===== src/rtl/cpu_ctrl_pkg.sv =====
// Shared constants for the multi-cycle control sequencer:
// opcodes, FSM state encodings, ALU functions and decode bundle.
package cpu_ctrl_pkg;

  localparam logic [5:0] OP_ADD  = 6'b000000;
  localparam logic [5:0] OP_ADDI = 6'b000001;
  localparam logic [5:0] OP_SUB  = 6'b000010;
  localparam logic [5:0] OP_ORI  = 6'b010000;
  localparam logic [5:0] OP_AND  = 6'b010001;
  localparam logic [5:0] OP_OR   = 6'b010010;
  localparam logic [5:0] OP_MOVE = 6'b100000;
  localparam logic [5:0] OP_SW   = 6'b100110;
  localparam logic [5:0] OP_LW   = 6'b100111;
  localparam logic [5:0] OP_BEQ  = 6'b110000;
  localparam logic [5:0] OP_HALT = 6'b111111;

  localparam logic [2:0] ALU_ADD = 3'b000;
  localparam logic [2:0] ALU_SUB = 3'b001;
  localparam logic [2:0] ALU_OR  = 3'b011;
  localparam logic [2:0] ALU_AND = 3'b100;

  typedef enum logic [3:0] {
    S_IF      = 4'd0,
    S_ID      = 4'd1,
    S_EXE_ALU = 4'd2,
    S_EXE_MEM = 4'd3,
    S_EXE_BR  = 4'd4,
    S_MEM_RD  = 4'd5,
    S_MEM_WR  = 4'd6,
    S_WB_ALU  = 4'd7,
    S_WB_LD   = 4'd8,
    S_HALT    = 4'd9
  } state_e;

  typedef enum logic [2:0] {
    CLS_ALU  = 3'd0,
    CLS_LD   = 3'd1,
    CLS_ST   = 3'd2,
    CLS_BR   = 3'd3,
    CLS_HALT = 3'd4,
    CLS_ILL  = 3'd5
  } cls_e;

  typedef struct packed {
    cls_e       cls;
    logic [2:0] aluop;
    logic       srcb;
    logic       ext;
    logic       regout;
  } dec_t;

endpackage


===== src/rtl/ctrl_opcode_decode.sv =====
// Combinational opcode decoder: instruction class plus the
// per-instruction static datapath fields.
module ctrl_opcode_decode
  import cpu_ctrl_pkg::*;
(
  input  logic [5:0] opcode_i,
  output dec_t       dec_o
);

  always_comb begin
    dec_o = '{cls: CLS_ILL, aluop: ALU_ADD,
              srcb: 1'b0, ext: 1'b0, regout: 1'b0};
    unique case (1'b1)
      (opcode_i == OP_ADD),
      (opcode_i == OP_MOVE):
        dec_o = '{CLS_ALU, ALU_ADD, 1'b0, 1'b0, 1'b1};
      (opcode_i == OP_SUB):
        dec_o = '{CLS_ALU, ALU_SUB, 1'b0, 1'b0, 1'b1};
      (opcode_i == OP_AND):
        dec_o = '{CLS_ALU, ALU_AND, 1'b0, 1'b0, 1'b1};
      (opcode_i == OP_OR):
        dec_o = '{CLS_ALU, ALU_OR, 1'b0, 1'b0, 1'b1};
      (opcode_i == OP_ADDI):
        dec_o = '{CLS_ALU, ALU_ADD, 1'b1, 1'b1, 1'b0};
      (opcode_i == OP_ORI):
        dec_o = '{CLS_ALU, ALU_OR, 1'b1, 1'b0, 1'b0};
      (opcode_i == OP_LW):
        dec_o = '{CLS_LD, ALU_ADD, 1'b1, 1'b1, 1'b0};
      (opcode_i == OP_SW):
        dec_o = '{CLS_ST, ALU_ADD, 1'b1, 1'b1, 1'b0};
      (opcode_i == OP_BEQ):
        dec_o = '{CLS_BR, ALU_SUB, 1'b0, 1'b1, 1'b0};
      (opcode_i == OP_HALT):
        dec_o = '{CLS_HALT, ALU_ADD, 1'b0, 1'b0, 1'b0};
      default: ;
    endcase
  end

endmodule


===== src/rtl/multicycle_ctrl_fsm.sv =====
// Multi-cycle IF/ID/EXE/MEM/WB sequencer driving the shared
// ALU / memory-port datapath controls.
module multicycle_ctrl_fsm
  import cpu_ctrl_pkg::*;
(
  input  logic       clk,
  input  logic       rst_n,
  input  logic [5:0] opcode,
  input  logic       Zero,
  input  logic       dmem_ready,
  output logic       PCWre,
  output logic       IRWre,
  output logic       InsMemRW,
  output logic       RegWre,
  output logic       ALUSrcB,
  output logic [2:0] ALUOp,
  output logic       ALUM2Reg,
  output logic       RegOut,
  output logic       DataMemRW,
  output logic       DataMemEn,
  output logic       PCSrc,
  output logic       ExtSel,
  output logic       retire,
  output logic       halted,
  output logic [3:0] state
);

  state_e state_q, state_d;
  dec_t   dec;

  ctrl_opcode_decode u_dec (
    .opcode_i (opcode),
    .dec_o    (dec)
  );

  always_ff @(posedge clk or negedge rst_n) begin
    if (!rst_n) state_q <= S_IF;
    else        state_q <= state_d;
  end

  always_comb begin
    state_d   = state_q;
    PCWre     = 1'b0;
    IRWre     = 1'b0;
    InsMemRW  = 1'b0;
    RegWre    = 1'b0;
    ALUSrcB   = 1'b0;
    ALUOp     = ALU_ADD;
    ALUM2Reg  = 1'b0;
    RegOut    = 1'b0;
    DataMemRW = 1'b0;
    DataMemEn = 1'b0;
    PCSrc     = 1'b0;
    ExtSel    = 1'b0;
    // Opcode is only meaningful once the IR holds it.
    if (state_q != S_IF && state_q != S_HALT) begin
      ALUOp   = dec.aluop;
      ALUSrcB = dec.srcb;
      ExtSel  = dec.ext;
      RegOut  = dec.regout;
    end
    unique case (state_q)
      S_IF: begin
        IRWre    = 1'b1;
        InsMemRW = 1'b1;
        state_d  = S_ID;
      end
      S_ID: begin
        unique case (dec.cls)
          CLS_ALU:         state_d = S_EXE_ALU;
          CLS_LD, CLS_ST:  state_d = S_EXE_MEM;
          CLS_BR:          state_d = S_EXE_BR;
          CLS_HALT:        state_d = S_HALT;
          default: begin
            state_d = S_IF;
            PCWre   = 1'b1;
          end
        endcase
      end
      S_EXE_ALU: state_d = S_WB_ALU;
      S_EXE_MEM: begin
        state_d = (dec.cls == CLS_LD) ? S_MEM_RD : S_MEM_WR;
      end
      S_EXE_BR: begin
        PCWre   = 1'b1;
        PCSrc   = Zero;
        state_d = S_IF;
      end
      S_MEM_RD: begin
        DataMemEn = 1'b1;
        if (dmem_ready) state_d = S_WB_LD;
      end
      S_MEM_WR: begin
        DataMemEn = 1'b1;
        DataMemRW = 1'b1;
        if (dmem_ready) begin
          PCWre   = 1'b1;
          state_d = S_IF;
        end
      end
      S_WB_ALU: begin
        RegWre  = 1'b1;
        PCWre   = 1'b1;
        state_d = S_IF;
      end
      S_WB_LD: begin
        RegWre   = 1'b1;
        ALUM2Reg = 1'b1;
        PCWre    = 1'b1;
        state_d  = S_IF;
      end
      S_HALT:  state_d = S_HALT;
      default: state_d = S_IF;
    endcase
  end

  assign retire = PCWre;
  assign halted = (state_q == S_HALT);
  assign state  = state_q;

endmodule


===== config.mk =====
export PLATFORM = sky130hd
export DESIGN_NAME = multicycle_ctrl_fsm
export DESIGN_NICKNAME = d
export VERILOG_FILES = /design/src/rtl/cpu_ctrl_pkg.sv /design/src/rtl/ctrl_opcode_decode.sv /design/src/rtl/multicycle_ctrl_fsm.sv
export SDC_FILE = /design/constraint.sdc
export NUM_CORES = 1
export LEC_CHECK = 0
export BUFFER_PORTS_ARGS = -buffer_cell sky130_fd_sc_hd__buf_4
export CAP_MARGIN = 20
export CORE_ASPECT_RATIO = 1.1
export CORE_MARGIN = 3
export CORE_UTILIZATION = 50
export CTS_CLUSTER_DIAMETER = 200
export DETAILED_ROUTE_END_ITERATION = 10
export PLACE_DENSITY = 0.87
export RECOVER_POWER = 100
export SYNTH_ARGS = -nofsm -noshare
export SYNTH_HDL_FRONTEND = slang
export SYNTH_HIERARCHICAL = 1
export SYNTH_SLANG_ARGS = --single-unit

===== constraint.sdc =====
create_clock -name clk -period 4.59 [get_ports clk]
set_clock_uncertainty 0.2 [all_clocks]
set_input_delay 0.918 -clock clk [delete_from_list [all_inputs] [get_ports clk]]
set_output_delay 0.918 -clock clk [all_outputs]
set_load 0.02 [all_outputs]

Word level (Yosys, flattened, before mapping). Cells that the tools add are included.

Register bits after elaboration: 4. Bits of input ports: 10. Output and inout bits: 20. Logic and storage cells: 58.

Equality and inequality tests: 26. Muxes and demuxes: 19. Reduce and logical (&&, ||, !) cells: 12.

Operator list (number): $pmux 9 s10 (1); $eq 6x6->1 const B (5); $pmux 4 s7 (1); $eq 6x5->1 const B (3); $eq 4x3->1 const B (4); $pmux 4 s4 (1); $mux 1 (11); $eq 4x2->1 const B (2); $eq 4x4->1 const B (2); $mux 4 (2); $reduce_or 2->1 (4); $eq 3x2->1 const B (2); $eq 6x1->1 const B (1); $eq 6x2->1 const B (1); $logic_not 6->1 (1); $reduce_or 5->1 (1); $eq 4x1->1 const B (1); $logic_not 4->1 (1); $ne 2x2->1 const B (2); $ne 4x4->1 const B (1); $reduce_bool 4->1 (1); $eq 3x1->1 const B (1); $eq 3x3->1 const B (1); $logic_not 3->1 (1); 6 further kinds (6).

Logic depth before layout (Yosys ltp).
Depth in word-level cells: 7. Gate-level depth with buffers: 8. Depth with buffers taken out: 6.

Modules after synthesis. Netlist, hierarchy kept.

Modules (own cells, without submodules): multicycle_ctrl_fsm (instances 1, cells an instance 54, area each 479.2 um^2, seq. area each 100.1 um^2); ctrl_opcode_decode (instances 1, cells an instance 37, area each 240.2 um^2, seq. area each 0.0 um^2).

Worst setup path after synthesis. OpenSTA, ideal clock, no wires.

Kind: input-to-output. Start: input port opcode[2]. End: output port retire. Data arrival time: 2619 ps. Data required time: 3472 ps. Slack: 853 ps. Stages: 7. Path buffers: 2. Cells stage by stage: buf_6 or3b_1 a2111oi_2 nor2_1 nand3b_1 nand3b_1 buf_4.

RTL lines: start: declaration (line multicycle_ctrl_fsm.sv:8) `input logic [5:0] opcode,`; end: declaration (line multicycle_ctrl_fsm.sv:23) `output logic retire,`.

==> metrics.txt <==
row cnt 13; max reg flops 4; top-area cell type share of the netlist area approximately 14%; static leakage roughly 0.32 nW; post-route ant nets 0; pre-CTS setup slack a little over 0.8 ns; initial antenna violation count 0; syn nets about 100; WP data required about 3.5 ns; Synth Register Bits 4; TritonCTS clock tree built; die width 42.2 µm; Max H-tree Level 1; max cap viols 0; core area roughly 0.0013 mm²; share of cells above drive strength 1 about 17%; cts-stage hold buffer count 0; PostCTS Resize Cnt 0; Reg clk slew, reported paths around 0.040 ns; post-CTS setup buffers 0; sequential share of the synthesized area ~14%; total area of sequential cells ~100 µm²; DR pass1 iterations 5; Placed Cells approximately 120; top post-synthesis cells by area dfrtp_1, buf_6, and2_1, nand2b_1, nor4b_4; Worst EP arrival ~2.8 ns; global route overflow 0; Root Driver clkbuf_4; TNS Setup 0 ns; Crit Path Class input pin to primary output; Inserted Clock Buffers 3; Hold Worst Slack about 0.31 ns; Tmin final ~4.0 ns; Max VDD drop about 0.34 mV; P per Cell Area between 500 and 600 mW/mm²; Syn Inst Count around 90; maximum clock rate around 0.25 GHz; clock buffer depth 2; IO Pins 30; n_diodes 0; Yosys cell types between 40 and 50; Ys Warns 6; Final Cell Area 826 µm²; relative slew slack around 60%; Yosys top cell by area dfrtp_1; worst setup margin around 0.64 ns; worst-skew pair later-pin latency 0.23 ns; iteration-0 DRC count of the detailed router 24; outcome finished, final reports clean; Finished Core Util ~65%; syn avg cell area ~8 µm²; Power, Total around 0.43 mW; Slew Limit Fails 0; Initial Util ~57%; Area after DPL between 800 and 900 µm²; crit-path max FO 11; ys flop type dfrtp_1; Post-synth EDFFs 0; DRC Markers 0; Layout Nets 123; die area 0.00193 mm²; Crit. End Element primary output; Netlist Area Pre-Place 719 µm²; Port-buffer cells 29; Final HPWL DP 1.36 mm; vias in the first global route about 690; GRT Overall Usage ~20%; via/cell ratio a little over 6; routed length per instance 14.0 µm; setup violators final 0; RD Place Congestion between 0.7 and 0.8; fillers roughly 140; Post-Layout Cell Count approximately 130; Area Overhead vs Synth 14.8%; final WL ~1.8 mm; Final Hold Viols 0; area of the multi-input gates roughly 530 µm²; Worst-Margin Slew about 0.60 ns; crit start category input pin; HP Class input pin to asynchronous set/reset pin; RSZ-0062 raised after global routing false; period utilization 86.2%; ys async rst share between 90% and 100%; global-route wire length before repair slightly above 3 mm; die height about 46 µm; largest net degree at the start of global routing 13; clk sinks 4; via count roughly 770
-- worst max-delay path: stages --
cell and delay, ns:
clkbuf_1 0.20, or3b_1 0.45, a2111oi_2 0.63, nor2_1 0.12, nand3b_1 0.18, nand3b_1 0.11, clkbuf_1 0.24
-- synth_stat cells, types with 2 or more instances --
cell and count:
and2_1 6, nand2b_1 5, a21oi_1 4, buf_6 4
dfrtp_1 4, nand3_1 4, nor2_1 4, nor3_1 4
o21ai_0 4, buf_4 3, clkbuf_1 3, nand3b_1 3
o211ai_1 3, a211o_1 2, buf_2 2, mux2i_1 2
nand2_1 2, nand4b_1 2, nor4_1 2, o21a_1 2
or3_1 2, xor2_1 2
-- power by group --
group	leakage [nW]	total [mW]	internal, mW	switching [mW]
logic	0.251	0.287	0.106	0.181
clock network	0.0138	0.0430	0.0292	0.0138
registers	0.0509	0.101	0.0514	0.0494
-- final cells by class --
type / instances / area share [%]
clock buffer: 3 / 2.73
inverter: 1 / 0.455
multi-input combinational: 74 / 63.8
sequential: 4 / 12.1
tap: 15 / 2.27
timing repair buffer: 29 / 18.6
-- logic make-up (layout without fill, tap and decap cells) --
| logic type | after synthesis | in the layout | synth area share [%] |
|---|---|---|---|
| mux | 2 | 2 | 2.78 |
| buf+inv | 13 | 33 | 12.9 |
| flops | 4 | 4 | 13.9 |
| compound gates | 24 | 24 | 24.3 |
| xor+xnor | 3 | 3 | 3.65 |
| fa+ha+maj | 1 | 1 | 1.39 |
| simple gates | 44 | 44 | 41.0 |
-- path summary, 6_finish.rpt --
path                           start  endpoint  slack [ns]  cells after the start
hold / removal                 rst_n  state[0]        0.31                      1
hold reg to reg             state[0]  state[0]        0.62                      2
max in group asynchronous      rst_n  state[2]        3.69                      1
setup reg to reg            state[3]  state[1]        2.89                      3
min in group clk            state[0]  state[0]        0.62                      2
setup / recovery           opcode[1]     PCWre        0.64                      7
-- cell usage in the layout (no fill, tap or decap), types with 3 or more instances in the layout --
cell / n
clkbuf_1: 17
buf_4: 12
nand2b_1: 5
and2_0: 5
nor2_1: 4
nor3_1: 4
a21oi_1: 4
nand3_1: 4
o21ai_0: 4
dfrtp_1: 4
nand3b_1: 3
o211ai_1: 3
clkbuf_4: 3
-- metal layers --
metal | vias up | track usage, % | share of wire, % | wire length [µm]
li1 | 386 | - | - | -
met1 | 347 | 22.5 | 41 | 730
met2 | 33 | 39.8 | 50 | 889
met3 | 2 | 2.77 | 7.4 | 130
met4 | 0 | 5.59 | 0.79 | 14
met5 | - | 0 | 0 | 0
No activity file was read; power rests on OpenSTA's default activity.
